## src/rtl/stream_encryptor.sv

```systemverilog
// -----------------------------------------------------------------------------
// stream_encryptor
//   Byte-serial XOR stream encryptor. Plaintext bytes arrive one per cycle over
//   a valid/ready handshake, are XORed with a repeating SEC_LEN-byte key and are
//   packed into an MSG_LEN-byte frame. The completed frame is presented as an
//   unpacked byte array (same shape as the decryptor's text_in) with a
//   valid/ready output handshake.
//
// Ports
//   clk        in   rising-edge clock
//   rst_n      in   asynchronous active-low reset
//   key_load   in   latch key_in (honoured only while idle)
//   key_in     in   key bytes, byte i = key_in[8*i+7:8*i]
//   in_valid   in   plaintext byte valid
//   in_ready   out  block can accept a byte this cycle
//   in_data    in   plaintext byte
//   in_last    in   marks the final byte of a short frame
//   out_valid  out  text_out holds a complete frame
//   out_ready  in   consumer takes the frame
//   text_out   out  ciphertext frame, MSG_LEN bytes
//   out_len    out  number of real (non-pad) bytes in the frame
//   frame_cnt  out  frames handed off, wraps at 16 bits
// -----------------------------------------------------------------------------
module stream_encryptor #(
  parameter int         MSG_LEN  = 20,
  parameter int         SEC_LEN  = 3,
  parameter logic [7:0] PAD_BYTE = 8'h00
) (
  input  logic                         clk,
  input  logic                         rst_n,
  input  logic                         key_load,
  input  logic [8*SEC_LEN-1:0]         key_in,
  input  logic                         in_valid,
  output logic                         in_ready,
  input  logic [7:0]                   in_data,
  input  logic                         in_last,
  output logic                         out_valid,
  input  logic                         out_ready,
  output logic [7:0]                   text_out [0:MSG_LEN-1],
  output logic [$clog2(MSG_LEN+1)-1:0] out_len,
  output logic [15:0]                  frame_cnt
);

  localparam int IW = (MSG_LEN > 1) ? $clog2(MSG_LEN) : 1;
  localparam int KW = (SEC_LEN > 1) ? $clog2(SEC_LEN) : 1;
  localparam int LW = $clog2(MSG_LEN + 1);

  localparam logic [IW-1:0] LAST_IDX = IW'(MSG_LEN - 1);
  localparam logic [KW-1:0] LAST_KEY = KW'(SEC_LEN - 1);

  typedef enum logic [1:0] {
    ST_IDLE = 2'd0,
    ST_LOAD = 2'd1,
    ST_HOLD = 2'd2
  } state_t;

  state_t          state_q,     state_d;
  logic [7:0]      key_q       [0:SEC_LEN-1];
  logic [7:0]      key_d       [0:SEC_LEN-1];
  logic [7:0]      buf_q       [0:MSG_LEN-1];
  logic [7:0]      buf_d       [0:MSG_LEN-1];
  logic [IW-1:0]   wr_idx_q,    wr_idx_d;
  logic [KW-1:0]   key_idx_q,   key_idx_d;
  logic [LW-1:0]   out_len_q,   out_len_d;
  logic [15:0]     frame_cnt_q, frame_cnt_d;
  logic            out_valid_q, out_valid_d;

  logic            accept;
  logic            complete;
  logic            handoff;

  // Handshake qualifiers shared by the FSM and the datapath
  always_comb begin
    accept   = in_valid && in_ready;
    // The MSG_LEN-th byte ends the frame whether or not in_last is set
    complete = accept && ((wr_idx_q == LAST_IDX) || in_last);
    // out_valid is only ever high in HOLD, so this is the HOLD exit condition
    handoff  = out_valid_q && out_ready;
  end

  // FSM state register
  always_ff @(posedge clk or negedge rst_n) begin
    if (!rst_n) begin
      state_q <= ST_IDLE;
    end else begin
      state_q <= state_d;
    end
  end

  // FSM next-state logic
  always_comb begin
    state_d = state_q;
    case (state_q)
      ST_IDLE, ST_LOAD: begin
        if (complete) begin
          state_d = ST_HOLD;
        end else if (accept) begin
          state_d = ST_LOAD;
        end else begin
          state_d = state_q;
        end
      end
      ST_HOLD: begin
        if (handoff) begin
          state_d = ST_IDLE;
        end else begin
          state_d = ST_HOLD;
        end
      end
      default: state_d = ST_IDLE;
    endcase
  end

  // FSM output logic: in_ready drops while a key is being latched in IDLE
  always_comb begin
    in_ready = 1'b0;
    case (state_q)
      ST_IDLE: in_ready = !key_load;
      ST_LOAD: in_ready = 1'b1;
      ST_HOLD: in_ready = 1'b0;
      default: in_ready = 1'b0;
    endcase
  end

  // Datapath next-state: key latch, encrypt-and-store, padding, handoff
  always_comb begin
    key_d       = key_q;
    buf_d       = buf_q;
    wr_idx_d    = wr_idx_q;
    key_idx_d   = key_idx_q;
    out_len_d   = out_len_q;
    frame_cnt_d = frame_cnt_q;
    out_valid_d = out_valid_q;

    if ((state_q == ST_IDLE) && key_load) begin
      for (int k = 0; k < SEC_LEN; k++) begin
        key_d[k] = key_in[8*k +: 8];
      end
    end else begin
      key_d = key_q;
    end

    if (accept) begin
      buf_d[wr_idx_q] = in_data ^ key_q[key_idx_q];
      key_idx_d       = (key_idx_q == LAST_KEY) ? {KW{1'b0}} : key_idx_q + KW'(1);
      // Hold the index on the completing byte so it never passes LAST_IDX
      wr_idx_d        = complete ? wr_idx_q : wr_idx_q + IW'(1);
    end else begin
      wr_idx_d = wr_idx_q;
    end

    if (complete) begin
      out_len_d   = LW'(wr_idx_q) + LW'(1);
      out_valid_d = 1'b1;
      // Pad everything above the byte written on this edge
      for (int i = 0; i < MSG_LEN; i++) begin
        if (i > int'(wr_idx_q)) begin
          buf_d[i] = PAD_BYTE;
        end else begin
          buf_d[i] = buf_d[i];
        end
      end
    end else begin
      out_len_d = out_len_q;
    end

    if (handoff) begin
      out_valid_d = 1'b0;
      frame_cnt_d = frame_cnt_q + 16'd1;
      wr_idx_d    = {IW{1'b0}};
      key_idx_d   = {KW{1'b0}};
    end else begin
      frame_cnt_d = frame_cnt_q;
    end
  end

  // Datapath registers
  always_ff @(posedge clk or negedge rst_n) begin
    if (!rst_n) begin
      for (int k = 0; k < SEC_LEN; k++) begin
        key_q[k] <= 8'h00;
      end
      for (int i = 0; i < MSG_LEN; i++) begin
        buf_q[i] <= 8'h00;
      end
      wr_idx_q    <= {IW{1'b0}};
      key_idx_q   <= {KW{1'b0}};
      out_len_q   <= {LW{1'b0}};
      frame_cnt_q <= 16'd0;
      out_valid_q <= 1'b0;
    end else begin
      key_q       <= key_d;
      buf_q       <= buf_d;
      wr_idx_q    <= wr_idx_d;
      key_idx_q   <= key_idx_d;
      out_len_q   <= out_len_d;
      frame_cnt_q <= frame_cnt_d;
      out_valid_q <= out_valid_d;
    end
  end

  assign text_out  = buf_q;
  assign out_len   = out_len_q;
  assign frame_cnt = frame_cnt_q;
  assign out_valid = out_valid_q;

endmodule

```

## config.mk

```make
export PLATFORM = sky130hd
export DESIGN_NAME = stream_encryptor
export DESIGN_NICKNAME = d
export VERILOG_FILES = /design/src/rtl/stream_encryptor.sv
export SDC_FILE = /design/constraint.sdc
export NUM_CORES = 1
export LEC_CHECK = 0
export ABC_CLOCK_PERIOD_IN_PS = 3110
export BUFFER_PORTS_ARGS = -buffer_cell sky130_fd_sc_hd__buf_2
export CORE_MARGIN = 2
export CORE_UTILIZATION = 45
export CTS_CLUSTER_SIZE = 25
export DETAILED_ROUTE_END_ITERATION = 6
export HOLD_SLACK_MARGIN = 0.03
export PLACE_DENSITY_LB_ADDON = 0.3
export SYNTH_ARGS = -nofsm -noshare
export SYNTH_HDL_FRONTEND = slang
export SYNTH_SLANG_ARGS = --single-unit
```

## constraint.sdc

```tcl
create_clock -name clk -period 3.11 [get_ports clk]
set_input_delay 0.311 -clock clk [delete_from_list [all_inputs] [get_ports clk]]
set_output_delay 0.311 -clock clk [all_outputs]
set_load 0.005 [all_outputs]
```

==> run_results.csv <==
group,metric,value,unit
clock_tree,cts_tree,"done",
die,dieHeight,145,um
sta,clock.fmax,0.382,GHz
synth,synth_top_area_share,60.2,%
sta,setup_tns,0,ns
synth,yosys_warnings,0,
drt,vias,6633,
synth,syn_inst,690,
global_route,grtUsageTotal,23.3,%
synth,netlist_area,8940,um2
worst_hold_path,min_path_type,"input port to register",
drt,viasPerCell,5.49,
global_route,grt_pass1_wl,39100,um
die,dieArea,21000,um2
clock_tree,cts_root_buf,"clkbuf_16",
synth,yosys_most_used_dff,"dfrtp_1",
clock_tree,htree_levels,1,
placement,gp_congestion,0.833,
drt,dr.pass1.iters,4,
synth,ys_types,51,
setup_path,end_kind,"register",
setup_path,crit_fanout,13,
global_route,antenna_found_initial,1,
global_route,grt_overflow,0,
layout,fin_util,58.4,%
drt,drtIter0Drc,307,
power,peakVddDrop,0.000602,V
die,rows,51,
layout,area_growth,27.1,%
placement,dp_hpwl,16700,um
clock_tree,cts_inserted_buffers,23,
flow_run,timing.max_cap.violations,0,
synth,yosysTopAreaCell,"dfrtp_1",
sta,final_hold_viol_count,0,
die,dieWidth,145,um
layout,regArea,5380,um2
sta,hold_slack,0.188,ns
sta,skew,0.0114,ns
layout,multi_input_area,3390,um2
layout,nets,974,
sta,slew_headroom,31.8,%
drt,wl,24800,um
setup_path,critPathRequiredTime,3.55,ns
clock_tree,ctsLongestPathBuffers,3,
placement,port_buffers,220,
die,start_util,45.9,%
drt,ant_nets,0,
drt,wire_per_inst,20.5,um
setup_path,cp-start-kind,"register",
die,ios,221,
clock_tree,cts.sinks,215,
setup_path,crit_arrival,3.06,ns
global_route,grt_max_degree,87,
sta,period_needed,2.62,ns
setup_path,worstSetupPathType,"register to register",
die,coreArea,19500,um2
synth,ys_async_sr_fraction,100,%
synth,yosys-top-cells-area,"dfrtp_1, o2bb2ai_1, mux2_2",
layout,num_antenna_cells,0,
sta,setup_viol,0,
global_route,grt_pass1_vias,6787,
sta,worstMarginPinSlew,1.01,ns
synth,synth_edf_count,0,
layout,nFillCells,1554,
layout,drive_gt1_share,35.9,%
clock_tree,clock_latency,0.53,ns
synth,yosysSeqAreaShare,60.2,%
clock_tree,clkTransAtPathRegs,0.06,ns
run_status,outcome,"finished clean",
synth,yosysMostFrequentCell,"dfrtp_1",
synth,syn_nets,733,
synth,synth_seq_cells,215,
drt,drc,0,
power,power_leakage,0.00559,uW
sta,period_share,84.3,%
synth,syn_area_per_cell,13.0,um2
power,pwr_density_cell,856,nW/um2
synth,synth_common_cells,"dfrtp_1, o2bb2ai_1, mux2_2, nor2_1, nand2_1",
clock_tree,post_cts_resized,0,
sta,rsz0062_at_grt,"false",
sta,drv_slew,0,
-- what timing repair did --
item,4_1_cts,5_1_grt
setup endpoints to repair,0,0
setup buffers,0,0
hold buffers,26,0
hold endpoints to repair,108,0
-- layout by cell type, fill, tap and decap left out, types with 15 or more instances in the layout --
cell type      instances
clkbuf_16             23
nor2_1                35
dlygate4sd3_1         26
buf_4                 15
mux2_2                36
nand2_1               30
buf_2                219
o21ai_1               17
a211oi_1              24
dfrtp_1              215
o2bb2ai_1            112
xnor2_1               18
-- sequential cells by signal, summed over array words and instances, names as in the netlist, named ones only --
| register | count |
|---|---|
| key_q | 24 |
| wr_idx_q | 5 |
| out_len | 5 |
| state_q | 2 |
| out_valid | 1 |
| key_idx_q | 2 |
| text_out | 152 |
| frame_cnt | 16 |
-- final cells by class --
class / instances / share of cell area [%]
well taps: 265 / 2.92
repair buffers: 264 / 13.5
multi-input cells: 425 / 29.8
inverters: 2 / 0.0661
flip-flops and latches: 215 / 47.4
clock inverters: 9 / 0.771
clock buffers: 29 / 5.62
-- worst paths after layout --
path / startpoint / to / slack [ns] / cells after the start
max: wr_idx_q[1]$_DFFE_PN0P_ / text_out[86]$_DFF_PN0_ / 0.49 / 5
min: in_data[3] / text_out[75]$_DFF_PN0_ / 0.19 / 3
max reg2reg: wr_idx_q[1]$_DFFE_PN0P_ / text_out[86]$_DFF_PN0_ / 0.49 / 5
min reg2reg: frame_cnt[15]$_DFFE_PN0P_ / frame_cnt[15]$_DFFE_PN0P_ / 0.48 / 1
max in group asynchronous: rst_n / key_q[18]$_DFFE_PN0P_ / 1.87 / 3
min in group asynchronous: rst_n / text_out[46]$_DFF_PN0_ / 0.40 / 2
-- where the power goes --
group / internal [uW] / total [uW] / switching [uW]
clock network: 1540 / 2670 / 1130
logic: 1270 / 3320 / 2050
registers: 3340 / 3740 / 401
total: 6150 / 9730 / 3580
-- per-layer routing --
layer	up-vias	GRT usage, %	wire [um]
met3	38	6.67	1750
met4	2	4.90	402
met1	3334	32.2	11000
met5	-	0	13
met2	212	37.1	11700
li1	3047	-	-
-- cells by family after synthesis --
kind of cell | count (synthesis) | synth area share (%)
multiplexers | 47 | 5.78
adder cells (fa/ha/maj) | 5 | 0.700
AO/OA/AOI/OAI | 196 | 18.2
buffers and inverters | 50 | 2.63
flip-flops | 215 | 60.2
AND/OR/NAND/NOR | 140 | 8.81
XOR/XNOR | 37 | 3.63
-- through the flow --
stage	std cells	area [um2]	worst slack, ns	power, uW
global placement	1144	10400	0.186	7040
finish	1209	11400	0.489	9730
detailed placement	1144	10400	0.0703	7070
floorplan	690	8940	0.901	5530
global route	1209	11400	0.292	10200
CTS	1208	11400	0.0541	9780
-- worst max-delay path: stages, from the launching register on --
cell and delay (ns):
dfrtp_1 0.52, inv_1 0.13, ha_1 0.31, a21boi_0 0.84, nand3_1 0.47, o2bb2ai_1 0.26
(Power assumes the default switching activity.)
